`src/rtl/mips_multicycle_ctrl.sv`:
```
// Multicycle MIPS control sequencer: walks fetch/decode/execute/memory/writeback
// states from the latched IR, stalls on memory ready and counts retired instructions.
module mips_multicycle_ctrl #(
  parameter int unsigned CNT_W        = 32,
  parameter bit          ILLEGAL_HALT = 1'b1
) (
  input  logic             clk,
  input  logic             reset,
  input  logic [5:0]       op_in,
  input  logic [5:0]       func_in,
  input  logic             zero_in,
  input  logic             mem_ready_in,
  output logic             pcWrite_out,
  output logic [1:0]       pcSource_out,
  output logic             iorD_out,
  output logic             memRead_out,
  output logic             memWrite_out,
  output logic             irWrite_out,
  output logic             regDst_out,
  output logic             memToReg_out,
  output logic             regWrite_out,
  output logic             extCntrl_out,
  output logic             aluSrcA_out,
  output logic [1:0]       aluSrcB_out,
  output logic [3:0]       ALUCntrl_out,
  output logic             illegal_out,
  output logic [CNT_W-1:0] retired_out,
  output logic [3:0]       state_out
);

  typedef enum logic [3:0] {
    S_FETCH   = 4'd0,
    S_DECODE  = 4'd1,
    S_MEMADR  = 4'd2,
    S_MEMRD   = 4'd3,
    S_MEMWB   = 4'd4,
    S_MEMWR   = 4'd5,
    S_EXEC    = 4'd6,
    S_ALUWB   = 4'd7,
    S_BRANCH  = 4'd8,
    S_JUMP    = 4'd9,
    S_IMMEX   = 4'd10,
    S_IMMWB   = 4'd11,
    S_JR      = 4'd12,
    S_ILLEGAL = 4'd13,
    S_HALT    = 4'd14
  } state_e;

  localparam logic [3:0] ALU_AND = 4'b0000;
  localparam logic [3:0] ALU_OR  = 4'b0001;
  localparam logic [3:0] ALU_ADD = 4'b0010;
  localparam logic [3:0] ALU_SUB = 4'b0110;
  localparam logic [3:0] ALU_SLT = 4'b0111;

  state_e           state_q, state_d;
  logic [CNT_W-1:0] retired_q, retired_d;
  logic             retire;
  logic             r_legal;
  logic [3:0]       r_alu, i_alu;
  logic             i_ext;

  logic       pc_write, ir_write, mem_write, reg_write, illegal;
  logic       iord, mem_read, reg_dst, mem_to_reg, ext_cntrl, src_a;
  logic [1:0] pc_source, src_b;
  logic [3:0] alu_cntrl;

  always_comb begin
    r_legal = 1'b1;
    r_alu   = ALU_ADD;
    case (func_in)
      6'h20:   r_alu = ALU_ADD;
      6'h22:   r_alu = ALU_SUB;
      6'h24:   r_alu = ALU_AND;
      6'h25:   r_alu = ALU_OR;
      6'h2A:   r_alu = ALU_SLT;
      default: r_legal = 1'b0;
    endcase
    i_ext = 1'b1;
    i_alu = ALU_ADD;
    case (op_in)
      6'h0A:   i_alu = ALU_SLT;
      6'h0C:   begin i_alu = ALU_AND; i_ext = 1'b0; end
      6'h0D:   begin i_alu = ALU_OR;  i_ext = 1'b0; end
      default: i_alu = ALU_ADD;
    endcase
  end

  always_comb begin
    state_d = state_q;
    retire  = 1'b0;
    case (state_q)
      S_FETCH:  if (mem_ready_in) state_d = S_DECODE;
      S_DECODE: begin
        case (op_in)
          6'h00: begin
            if (func_in == 6'h08) state_d = S_JR;
            else if (r_legal)     state_d = S_EXEC;
            else                  state_d = S_ILLEGAL;
          end
          6'h23, 6'h2B:               state_d = S_MEMADR;
          6'h04, 6'h05:               state_d = S_BRANCH;
          6'h02:                      state_d = S_JUMP;
          6'h08, 6'h0A, 6'h0C, 6'h0D: state_d = S_IMMEX;
          default:                    state_d = S_ILLEGAL;
        endcase
      end
      S_MEMADR: state_d = (op_in == 6'h23) ? S_MEMRD : S_MEMWR;
      S_MEMRD:  if (mem_ready_in) state_d = S_MEMWB;
      S_MEMWR:  if (mem_ready_in) begin state_d = S_FETCH; retire = 1'b1; end
      S_EXEC:   state_d = S_ALUWB;
      S_IMMEX:  state_d = S_IMMWB;
      S_MEMWB, S_ALUWB, S_IMMWB, S_BRANCH, S_JUMP, S_JR: begin
        state_d = S_FETCH;
        retire  = 1'b1;
      end
      S_ILLEGAL: state_d = ILLEGAL_HALT ? S_HALT : S_FETCH;
      S_HALT:    state_d = S_HALT;
      default:   state_d = S_FETCH;
    endcase
    retired_d = retired_q + CNT_W'(retire);
  end

  always_ff @(posedge clk) begin
    if (reset) begin
      state_q   <= S_FETCH;
      retired_q <= '0;
    end else begin
      state_q   <= state_d;
      retired_q <= retired_d;
    end
  end

  always_comb begin
    pc_write   = 1'b0;
    pc_source  = 2'b00;
    iord       = 1'b0;
    mem_read   = 1'b0;
    mem_write  = 1'b0;
    ir_write   = 1'b0;
    reg_dst    = 1'b0;
    mem_to_reg = 1'b0;
    reg_write  = 1'b0;
    ext_cntrl  = 1'b1;
    src_a      = 1'b0;
    src_b      = 2'b00;
    alu_cntrl  = ALU_AND;
    illegal    = 1'b0;
    case (state_q)
      S_FETCH: begin
        mem_read  = 1'b1;
        src_b     = 2'b01;
        alu_cntrl = ALU_ADD;
        ir_write  = mem_ready_in;
        pc_write  = mem_ready_in;
      end
      S_DECODE: begin src_b = 2'b11; alu_cntrl = ALU_ADD; end
      S_MEMADR: begin src_a = 1'b1; src_b = 2'b10; alu_cntrl = ALU_ADD; end
      S_MEMRD:  begin iord = 1'b1; mem_read = 1'b1; end
      S_MEMWB:  begin mem_to_reg = 1'b1; reg_write = 1'b1; end
      S_MEMWR:  begin iord = 1'b1; mem_write = 1'b1; end
      S_EXEC:   begin src_a = 1'b1; alu_cntrl = r_alu; end
      S_ALUWB:  begin reg_dst = 1'b1; reg_write = 1'b1; end
      S_BRANCH: begin
        src_a     = 1'b1;
        alu_cntrl = ALU_SUB;
        pc_source = 2'b01;
        pc_write  = ((op_in == 6'h04) && zero_in) || ((op_in == 6'h05) && !zero_in);
      end
      S_JUMP:   begin pc_source = 2'b10; pc_write = 1'b1; end
      S_JR:     begin pc_source = 2'b11; pc_write = 1'b1; end
      S_IMMEX:  begin src_a = 1'b1; src_b = 2'b10; alu_cntrl = i_alu; ext_cntrl = i_ext; end
      S_IMMWB:  begin reg_write = 1'b1; alu_cntrl = i_alu; ext_cntrl = i_ext; end
      S_ILLEGAL: illegal = 1'b1;
      default: ;
    endcase
  end

  // Architectural-state enables are suppressed for the whole reset cycle,
  // even though the decoded state may still be mid-instruction.
  assign pcWrite_out  = pc_write  & ~reset;
  assign irWrite_out  = ir_write  & ~reset;
  assign memWrite_out = mem_write & ~reset;
  assign regWrite_out = reg_write & ~reset;
  assign illegal_out  = illegal   & ~reset;

  assign pcSource_out  = pc_source;
  assign iorD_out      = iord;
  assign memRead_out   = mem_read;
  assign regDst_out    = reg_dst;
  assign memToReg_out  = mem_to_reg;
  assign extCntrl_out  = ext_cntrl;
  assign aluSrcA_out   = src_a;
  assign aluSrcB_out   = src_b;
  assign ALUCntrl_out  = alu_cntrl;
  assign retired_out   = retired_q;
  assign state_out     = state_q;

endmodule
```
`config.mk`:
```
export PLATFORM = sky130hd
export DESIGN_NAME = mips_multicycle_ctrl
export DESIGN_NICKNAME = d
export VERILOG_FILES = /design/src/rtl/mips_multicycle_ctrl.sv
export SDC_FILE = /design/constraint.sdc
export NUM_CORES = 1
export LEC_CHECK = 0
export BUFFER_PORTS_ARGS = -buffer_cell sky130_fd_sc_hd__buf_2
export CAP_MARGIN = 0
export CORE_ASPECT_RATIO = 0.7
export CORE_MARGIN = 4
export CORE_UTILIZATION = 32
export DETAILED_ROUTE_END_ITERATION = 7
export GPL_ROUTABILITY_DRIVEN = 0
export PLACE_DENSITY = 0.52
export RECOVER_POWER = 50
export SYNTH_ARGS = -nofsm -noshare
export SYNTH_HDL_FRONTEND = slang
export SYNTH_SLANG_ARGS = --single-unit
export TNS_END_PERCENT = 50
```
`constraint.sdc`:
```
create_clock -name clk -period 3.2 [get_ports clk]
set_input_delay 0.16 -clock clk [delete_from_list [all_inputs] [get_ports clk]]
set_output_delay 0.16 -clock clk [all_outputs]
set_load 0.03 [all_outputs]
```
# Word-level counts from Yosys, hierarchy flattened
# Cells that the tools add are included.
[op_classes]
mux = 28
reduce_logical = 22
bitwise = 6
magnitude_cmp = 0
n_mul = 0
n_addsub = 1
n_eq_ne = 32
n_div = 0
shift = 0
[op_table]
columns = ["op", "n"]
rows = [
  ["== test 6 bit, second input constant", 7],
  ["adder 32 x 1 -> 32 bit", 1],
  ["one-hot mux 4 bit (8 select lines)", 1],
  ["== test 6 x 4 -> 1 bit, second input constant", 5],
  ["== test 4 bit, second input constant", 7],
  ["2-to-1 mux 4 bit", 5],
  ["one-hot mux 4 bit (5 select lines)", 1],
  ["OR reduction 2 bit", 9],
  ["== test 4 x 3 -> 1 bit, second input constant", 4],
  ["one-hot mux 4 bit (4 select lines)", 1],
  ["2-to-1 mux 1 bit", 13],
  ["== test 6 x 3 -> 1 bit, second input constant", 2],
  ["one-hot mux 2 bit (3 select lines)", 2],
  ["one-hot mux 3 bit (4 select lines)", 1],
  ["one-hot mux 3 bit (3 select lines)", 1],
  ["== test 4 x 2 -> 1 bit, second input constant", 2],
  ["OR reduction 4 bit", 2],
  ["== test 6 x 2 -> 1 bit, second input constant", 1],
  ["zero test 6 bit", 1],
  ["inequality test 2 bit, second input constant", 3],
  ["OR reduction 3 bit", 2],
  ["OR reduction 6 bit", 1],
  ["AND 1 bit", 5],
  ["OR reduction 5 bit", 1],
  ["10 further kinds", 11],
]
[totals]
memories = 0
latchBits = 0
wordCells = 91
ff_bits = 36
rom_bits = 0
out_inout_bits = 55
mem_bits_rw = 0
input_bits = 16

# Longest topological paths before layout
# Gate-level depths: netlist of the first run.
[logic_depth]
ltp_word = 7
ltp_mapped = 12
depth_no_buf = 11

# Worst setup path before layout of the first run
# Ideal clock, no wire load.
[synth_timing]
kind = "register -> register"
startpoint = "reg state_q[2] (netlist: state_out[2])"
endpoint = "reg retired_q[28] (netlist: retired_out[28])"
setup_time_ns = 0.071
synth_period_minus_slack_ns = 2.625
slack_ns = 0.575
path_stages_with_launch = 12
required_ns = 3.129
t_arrival_ns = 2.555
path_buffers = 2
path_cell_list = "dfxtp_1 -> clkbuf_1 -> clkbuf_1 -> o21ai_0 -> a21oi_1 -> ha_1 -> ha_1 -> nand2_1 -> nor2_2 -> nand3_2 -> or3_1 -> a21oi_1"
[synth_via]
elab_chain_len = 4
elab_cells_between_ends = 10
cone_classes = "add/sub: 1; eq/ne: 7; mux: 1; reduce/logical: 1"
[synth_lines]
columns = ["item", "line", "text"]
rows = [
  ["from (decl)", "55", "state_e state_q, state_d;"],
  ["from (signal assigned)", "128", "state_q <= state_d;"],
  ["== test 4 bit or == test 4 x 3 -> 1 bit (tied branches)", "91", "case (state_q)"],
  ["OR reduction 6 bit", "91", ""],
  ["one-hot mux 1 bit (2 select lines) (*)", "91", ""],
  ["adder 32 x 1 -> 32 bit (*)", "120", "retired_d = retired_q + CNT_W'(retire);"],
  ["to (signal assigned)", "129", "retired_q <= retired_d;"],
  ["to (decl)", "56", "logic [CNT_W-1:0] retired_q, retired_d;"],
]
# Mark *: on every way between the ends. The rest lies on a longest branch, timed or not.
# A chain may end at the register's enable or synchronous reset.

# Worst setup path after layout of the first run
[layout_timing]
startpoint = "reg state_q[1] (netlist: state_out[1])"
endpoint = "reg retired_q[28] (netlist: retired_out[28])"
# Same word-level chain as after synthesis.

==> results of run 1 <==
==> layout by cell type, fill, tap and decap left out, drive strengths merged, types with 2 or more instances in the layout <==
cell type and n:
ha 2, nor4 9, mux2i 2, nor2 52
nand3 16, or3 5, clkbuf 48, xnor2 9
o21ai 12, nor3 14, nand2 22, a211oi 2
o211ai 2, dfxtp 36, nand2b 8, nand4 13
xor2 20, a21oi 17, a31oi 2, inv 4
and3 5, buf 31, o31ai 3, nor2b 6
==> flip-flops by register name (all words and copies together) (netlist names) <==
name / flops
retired_out: 32
state_out: 4
==> where the power goes <==
group / total (uW) / switching [uW] / leakage [uW] / internal [uW]
clock: 351 / 159 / 0.0000503 / 192
combinational: 230 / 158 / 0.000621 / 71.3
sequential: 475 / 19.8 / 0.000290 / 456
total: 1060 / 337 / 0.000962 / 719
==> per-layer routing <==
| metal | vias to the layer above | GRT usage | part of all wire |
|---|---|---|---|
| met2 | 50 | 0.2047 | 0.39 |
| li1 | 1153 | - | - |
| met4 | 0 | 0.02810 | 0.0036 |
| met3 | 2 | 0.03731 | 0.049 |
| met5 | - | 0 | 0 |
| met1 | 1046 | 0.2454 | 0.56 |
==> area by class of cell <==
| class | instances | share of cell area |
|---|---|---|
| Timing Repair Buffer | 72 | 0.1181 |
| Inverter | 5 | 0.007056 |
| Sequential cell | 36 | 0.2709 |
| Multi-Input combinational cell | 237 | 0.5249 |
| Clock buffer | 7 | 0.03622 |
| Tap cell | 91 | 0.04280 |
==> cells by family (layout without fill, tap and decap cells) <==
group	count (synthesis)	count (layout)
fa+ha+maj	3	3
buf+inv	20	84
other cells	1	1
simple gates	154	154
compound gates	47	47
flops	36	36
mux	3	3
xor+xnor	29	29
==> how the worst min path moves through the flow <==
stage,end,slack [ps]
after floorplan,state_out[1],410
final,state_out[1],330
after CTS,state_out[1],310
after global routing,state_out[1],370
after detailed placement,retired_out[31],500
after global placement,retired_out[31],500
==> worst register-to-register path: cells and delay by family (launching register included) <==
family | cells | cell delay, ps
adders and majority gates | 2 | 390
AOI/OAI and AO/OA | 3 | 370
buffers and inverters | 1 | 390
DFF | 1 | 310
and+or+nand+nor | 5 | 1180
==> through the flow <==
step / utilization / cells / area [sq um]
final: 0.4120 / 448 / 2660
after global routing: 0.4120 / 448 / 2660
after CTS: 0.4203 / 448 / 2714
after detailed placement: 0.4054 / 441 / 2618
after global placement: 0.4054 / 441 / 2618
after floorplan: - / 293 / 2200
==> flow_metrics.py, run 1 <==
metrics = {
    "clock_tree": {
        "clk_pin_slew_ps": 70,
        "cts_root_buf": "clkbuf_8",
        "cts_hold_buf": 0,
        "clk_path_buf_depth": 2,
        "clkLatencyLatePin_ps": 280,
        "cts_tree": "built",
        "cts_made_buffers": 5,
        "post_cts_buffers": 0,
        "clock_sinks": 36,
        "cts_max_level": 2,
        "cts_resized": 0,
    },
    "sta": {
        "clock_skew_ps": 4.765,
        "setup_viol": 0,
        "final.setup.tns_ps": 0,
        "worst_slew_pin_slew_ps": 944.8,
        "slew-limit-headroom": 0.3701,
        "holdWs_ps": 328.4,
        "finalHoldViolCount": 0,
        "period_needed_ps": 2707,
        "rsz0062_at_grt": "false",
        "fin_crit_sh": 0.8459,
        "fmax_ghz": 0.3694,
        "slew_viol_final": 0,
        "layout_setup_ws_ps": 493.2,
    },
    "synthesis": {
        "async_flop_share": 0,
        "synth_ff_type": "dfxtp_1",
        "synthTopCellsByCount": "50 x nor2_1, 36 x dfxtp_1, 22 x nand2_1",
        "yosysMostFrequentCell": "nor2_1",
        "yosys.area.top_type_share": 0.3276,
        "synth_cell_types": 46,
        "synth_top_cell_by_area": "dfxtp_1",
        "syn_avg_cell_area_sq_um": 7.507,
        "synth_edf_count": 0,
        "muxShareOfSynthArea": 0.01422,
        "synth_top_family_by_area": "simple AND/OR/NAND/NOR gates",
        "yosys_warnings": 0,
        "syn_area_sq_um": 2200,
        "synthXorXnorAreaFrac": 0.1155,
        "synthSimpleGateAreaFrac": 0.3567,
        "synth_compound_area_frac": 0.1308,
        "synth.area.top_cells": "dfxtp_1 33%, nor2_1 8.5%, xor2_1 8.0%",
        "ys_ff_latch": 36,
        "syn_nets": 311,
        "synth-adder-area-share": 0.01593,
        "synth_cells": 293,
        "ys_seq_area_frac": 0.3276,
    },
    "critical_path": {
        "reg2reg_slack_ps": 490,
        "critical_path.top_delay_family": "simple AND/OR/NAND/NOR gates",
        "cp-start-kind": "flip-flop",
        "cp.arrival_ps": 2920,
        "critPathKind": "reg2reg",
        "cp-startpoint": "state_out[1]",
        "cp_max_fo": 23,
        "rr_startpoint": "state_out[1]",
        "slowest_stage": "clkbuf_1",
        "crit_required_ps": 3410,
        "r2r-end": "retired_out[28]",
        "slowest_delay_ps": 390,
        "cp_num_buf_inv": 1,
        "worstPathCellList": "clkbuf_1, nand2_1, o21ai_0, a21oi_1, ha_1, ha_1, nand2_1, nor2_2, nand3_2, or3_1, a21oi_1",
        "rr_worst_depth": 11,
        "crit_cells": 11,
        "crit_path_end": "retired_out[28]",
        "critPathCaptureType": "flip-flop",
    },
    "floorplan": {
        "dieArea_sq_um": 8285,
        "ios": 71,
        "die_h_um": 77.37,
        "die_x_um": 107.1,
        "coreArea_sq_um": 6456,
        "num_rows": 24,
        "initial_core_util": 0.3407,
    },
    "final_layout": {
        "nFillCells": 743,
        "syn2layout_area_growth_pct": 20.93,
        "diodes": 0,
        "regArea_sq_um": 720.7,
        "final_nets": 375,
        "layout-drive-gt1-share": 0.1261,
        "multiInputGateArea_sq_um": 1396,
    },
    "grt": {
        "overflow": 0,
        "grt_pass1_wl_um": 10490,
        "grt_pass1_vias": 2074,
        "antenna_found_initial": 0,
        "grt.total_usage": 0.1534,
        "grt_max_degree": 42,
    },
    "run_status": {
        "outcome": "complete, no violations",
    },
    "detailed_routing": {
        "vias": 2251,
        "drc": 0,
        "drt_pass1_iterations": 4,
        "antenna_left": 0,
        "routed_via_density": 5.025,
        "finalWirelength_um": 6354,
        "post_drt_wl_per_cell_um": 14.18,
        "dr.first_iter.drc_count": 131,
    },
    "power_and_ir_drop": {
        "vdd_drop_max_mv": 0.1249,
        "power_density_nw_per_um2": 397.0,
        "power.total_uw": 1056,
        "static-leakage-power_uw": 0.0009621,
    },
    "hold_path": {
        "min_from": "op_in[4]",
        "min_path_type": "in2reg",
        "hold-path-cell-count": 4,
    },
    "placed_design": {
        "place_ws_ps": 568.1,
        "io_buffer_count": 69,
        "hpwl_um": 4834,
    },
    "run": {
        "cap_violations": 0,
    },
}
(Power assumes the default switching activity.)
==> inputs of run 2 (changes only) <==
PLACE_DENSITY = 0.54   (was 0.52)
clock period = 2.48 ns   (was 3.2 ns; I/O delays follow)
==> run 2 against run 1 <==
Critical path depth did not move. Clock-buffer cell count did not move. First-iteration DRC count rose by 71%. Sequential power rose by 26%. Core utilization rose by 1.4 points. Clock skew rose by 0.83 ps. Worst hold slack got worse by 71 ps. Worst setup slack got worse by 200 ps. Routed wire length rose by 2.0%. Global-route usage rose by 0.49 points. Via count rose by 2.9%. Die area did not move. Critical path type unchanged. Largest power group unchanged. Highest routed layer unchanged.
==> flow_metrics.py, run 2 (synthesized netlist as in run 1, its figures left out) <==
metrics = {
    "final_layout": {
        "layout_common_cells": "50 x nor2_1, 41 x clkbuf_1, 34 x dfxtp_1",
        "largest_register_ffs": 32,
        "diodes": 0,
        "syn2layout_area_growth_pct": 24.97,
        "layout_commonest_cell": "nor2_1",
        "layout-drive-gt1-share": 0.1612,
        "final_nets": 384,
        "post-route-cell-area_sq_um": 2749,
    },
    "critical_path": {
        "critPathKind": "reg2reg",
        "cp_max_fo": 5,
        "crit_required_ps": 2690,
        "cp-start-kind": "flip-flop",
        "cp.arrival_ps": 2400,
        "critPathCaptureType": "flip-flop",
    },
    "clock_tree": {
        "clkLatencyLatePin_ps": 280,
        "clock_sinks": 36,
        "clk_pin_slew_ps": 70,
        "cts_root_buf": "clkbuf_8",
        "cts_made_buffers": 5,
        "post_cts_buffers": 0,
        "cts_max_level": 2,
        "clk_path_buf_depth": 2,
        "cts_tree": "built",
    },
    "placed_design": {
        "place_ws_ps": 237.2,
        "postPlaceCellArea_sq_um": 2688,
        "hpwl_um": 4947,
        "io_buffer_count": 69,
    },
    "sta": {
        "fin_crit_sh": 0.8807,
        "holdWs_ps": 257.9,
        "final.setup.tns_ps": 0,
        "layout_setup_ws_ps": 295.8,
        "rsz0062_at_grt": "false",
        "setup_viol": 0,
        "period_needed_ps": 2184,
        "finalHoldViolCount": 0,
        "slew_viol_final": 0,
        "fmax_ghz": 0.4578,
        "clock_skew_ps": 5.594,
    },
    "floorplan": {
        "initial_core_util": 0.3407,
        "die_x_um": 107.1,
        "num_rows": 24,
        "coreArea_sq_um": 6456,
        "die_h_um": 77.37,
        "ios": 71,
        "dieArea_sq_um": 8285,
    },
    "detailed_routing": {
        "routed_via_density": 5.068,
        "post_drt_wl_per_cell_um": 14.18,
        "drt-met1-wl_um": 3422,
        "drc": 0,
        "dr_wl_met3_um": 534,
        "dr.first_iter.drc_count": 224,
        "antenna_left": 0,
        "finalWirelength_um": 6480,
        "wl_met2_um": 2479,
        "drt_pass1_iterations": 4,
        "dr.max_layer_used": "met4",
        "vias": 2316,
    },
    "power_and_ir_drop": {
        "vdd_drop_max_mv": 0.1973,
        "power_density_nw_per_um2": 498.3,
        "static-leakage-power_uw": 0.001006,
    },
    "grt": {
        "grt_max_degree": 23,
        "antenna_found_initial": 0,
        "grt.total_usage": 0.1583,
        "overflow": 0,
        "grt_pass1_wl_um": 10780,
        "grt_pass1_vias": 2138,
    },
    "run_status": {
        "outcome": "complete, no violations",
    },
    "hold_path": {
        "min_path_type": "in2reg",
    },
    "run": {
        "cap_violations": 0,
    },
}
[run 2: layout make-up]
| type | count | area [sq um] |
|---|---|---|
| clock buffer | 7 | 96.34 |
| fill | 709 | 3707 |
| multi-input combinational | 237 | 1415 |
| timing repair buffer | 81 | 381.6 |
| tap | 91 | 113.9 |
| inverter | 5 | 18.77 |
| sequential | 36 | 723.2 |
[run 2: routing by layer]
layer	track usage	up-vias
met5	0	-
met4	0.03193	0
met3	0.04975	6
met2	0.2097	72
met1	0.2467	1060
li1	-	1178
[run 2: per-stage QoR]
stage / util / total power (uW) / std cells
2_1_floorplan: - / 829.5 / 293
3_3_place_gp: 0.4163 / 942.4 / 450
3_5_place_dp: 0.4163 / 939.8 / 450
4_1_cts: 0.4312 / 1388 / 457
5_1_grt: 0.4258 / 1449 / 457
6_report: 0.4258 / 1370 / 457
[run 2: path summary, 6_finish.rpt]
check,from,endpoint,slack [ps],cells past startpoint
min,reset,retired_out[2],260,2
min reg2reg,retired_out[31],retired_out[31],520,2
max reg2reg,state_out[0],retired_out[28],300,11
max,state_out[0],retired_out[28],300,11
[run 2: worst max-delay path, stage by stage, from the launching register on]
cell and delay [ps]:
dfxtp_1 360, clkinv_1 130, nand2_1 130, o21ai_0 100
a21oi_1 140, ha_1 190, ha_1 220, nand2_2 130
nor2_4 140, nand3_2 110, or3_1 320, a21oi_1 140
[run 2: where the power goes]
part | switching [uW] | internal, uW | leakage [uW]
Clock | 199 | 247 | 0.0000503
Sequential | 9.37 | 589 | 0.000291
Combinational | 222 | 104 | 0.000664
[run 2: what timing repair did]
item | CTS | global route
endpoints found under the hold margin | 0 | 0
hold buffers | 0 | 0
endpoints found under the setup margin | 0 | 4
resized for setup | 0 | 4
==> inputs of run 3 (changes only) <==
GPL_ROUTABILITY_DRIVEN = default   (was 0)
PLACE_DENSITY = 0.52   (was 0.54)
RECOVER_POWER = 25   (was 50)
clock period = 2.7 ns   (was 2.48 ns; I/O delays follow)
==> run 3 against run 2 <==
Core utilization down 0.68 points. Critical path depth down 2. Worst hold slack better by 3.6 ps. Cell count down 0.88%. Sequential share of layout area up 0.33 points. Final area down 1.6%. Total power down 12%. First-iteration DRC count up 6.3%. Worst setup slack better by 54 ps. Combinational power down 8.0%. Register-to-register slack better by 50 ps. Largest power group unchanged.
==> flow_metrics.py, run 3 (synthesized netlist as in run 1, its figures left out) <==
metrics = {
    "critical_path": {
        "critPathCaptureType": "flip-flop",
        "critPathKind": "reg2reg",
        "cp_max_fo": 9,
        "reg2reg_slack_ps": 350,
        "crit_required_ps": 2910,
        "cp.arrival_ps": 2560,
        "cp-start-kind": "flip-flop",
    },
    "clock_tree": {
        "clk_path_buf_depth": 2,
        "cts_max_level": 2,
        "post_cts_buffers": 0,
        "clock_sinks": 36,
        "cts_root_buf": "clkbuf_8",
        "cts_tree": "built",
        "clkLatencyLatePin_ps": 280,
        "cts_resized": 0,
        "clk_pin_slew_ps": 70,
        "cts_hold_buf": 0,
        "cts_made_buffers": 5,
    },
    "detailed_routing": {
        "drc": 0,
        "post_drt_wl_per_cell_um": 13.95,
        "antenna_left": 0,
        "dr.first_iter.drc_count": 238,
        "finalWirelength_um": 6319,
        "routed_via_density": 5.046,
        "vias": 2286,
        "drt_pass1_iterations": 4,
    },
    "final_layout": {
        "layout_common_cells": "50 x nor2_1, 47 x buf_2, 36 x dfxtp_1",
        "nFillCells": 690,
        "post-route-cell-area_sq_um": 2705,
        "syn2layout_area_growth_pct": 22.98,
        "multiInputGateArea_sq_um": 1396,
        "largest_register_ffs": 32,
        "diodes": 0,
        "final_nets": 380,
        "regArea_sq_um": 720.7,
        "layout_commonest_cell": "nor2_1",
        "layout-drive-gt1-share": 0.1878,
    },
    "floorplan": {
        "ios": 71,
        "initial_core_util": 0.3407,
        "die_x_um": 107.1,
        "dieArea_sq_um": 8285,
        "coreArea_sq_um": 6456,
        "num_rows": 24,
        "die_h_um": 77.37,
    },
    "placed_design": {
        "place.gp.congestion": 0.9025,
        "postPlaceCellArea_sq_um": 2655,
        "io_buffer_count": 69,
        "hpwl_um": 4969,
    },
    "sta": {
        "fmax_ghz": 0.4255,
        "slew_viol_final": 0,
        "final.setup.tns_ps": 0,
        "period_needed_ps": 2350,
        "clock_skew_ps": 6.599,
        "finalHoldViolCount": 0,
        "worst_slew_pin_slew_ps": 665.9,
        "fin_crit_sh": 0.8705,
        "setup_viol": 0,
        "rsz0062_at_grt": "false",
        "slew-limit-headroom": 0.5527,
    },
    "run": {
        "cap_violations": 0,
    },
    "power_and_ir_drop": {
        "vdd_drop_max_mv": 0.1626,
        "power_density_nw_per_um2": 446.1,
        "power.total_uw": 1207,
        "static-leakage-power_uw": 0.001055,
    },
    "grt": {
        "overflow": 0,
        "antenna_found_initial": 0,
        "grt_pass1_wl_um": 10540,
        "grt.total_usage": 0.1535,
        "grt_max_degree": 22,
        "grt_pass1_vias": 2066,
    },
    "run_status": {
        "outcome": "complete, no violations",
    },
    "hold_path": {
        "min_path_type": "in2reg",
    },
}
## run 3: cell types whose count changed in the layout (fill, tap and decap cells not counted), moves of 2 or more
cell / change
dfxtp_2: -2
buf_2: +18
clkbuf_1: -18
buf_4: -3
clkbuf_8: -2
dfxtp_1: +2
## run 3: through the flow
stage | util | worst slack, ps | hold slack, ps | cells
2_1_floorplan | - | 74.53 | 389.3 | 293
3_3_place_gp | 0.4112 | 456.1 | 494.1 | 446
3_5_place_dp | 0.4112 | 360.3 | 512.9 | 446
4_1_cts | 0.4233 | 343.0 | 257.5 | 453
5_1_grt | 0.4190 | 124.5 | 269.8 | 453
6_report | 0.4190 | 349.7 | 261.5 | 453
## run 3: path summary, 6_finish.rpt
kind	startpoint	endpoint	cells after the start
worst min register to register	retired_out[29]	retired_out[29]	2
worst max register to register	state_out[1]	retired_out[29]	9
worst min-delay path	reset	retired_out[25]	2
worst max-delay path	state_out[1]	retired_out[29]	9
## run 3: final cells by class
class	instances	area share
multi-input combinational	237	0.5162
sequential	36	0.2664
timing repair buffer	77	0.1397
tap	91	0.04209
clock buffer	6	0.02683
inverter	5	0.006938
clock inverter	1	0.001850
## run 3: per-layer routing
metal	track usage	share of wire	vias to the layer above
met1	0.2457	0.52	1037
li1	-	-	1171
met2	0.1960	0.38	76
met4	0.01916	0.0040	0
met3	0.05556	0.10	2
met5	0	0	-
## run 3: critical path, stage by stage, from the launching register on
cell      delay (ps)
dfxtp_1          420
nand2b_1         150
o21ai_0           70
a21oi_1          200
ha_1             200
nand3_1          220
nor2_2           410
nand3_1          130
or3_1            330
a21oi_1          140
## run 3: report_power, final
part / leakage, uW / switching [uW] / internal (uW)
Clock: 0.0000410 / 181 / 175
Combinational: 0.000723 / 202 / 97.8
Sequential: 0.000290 / 10.3 / 540
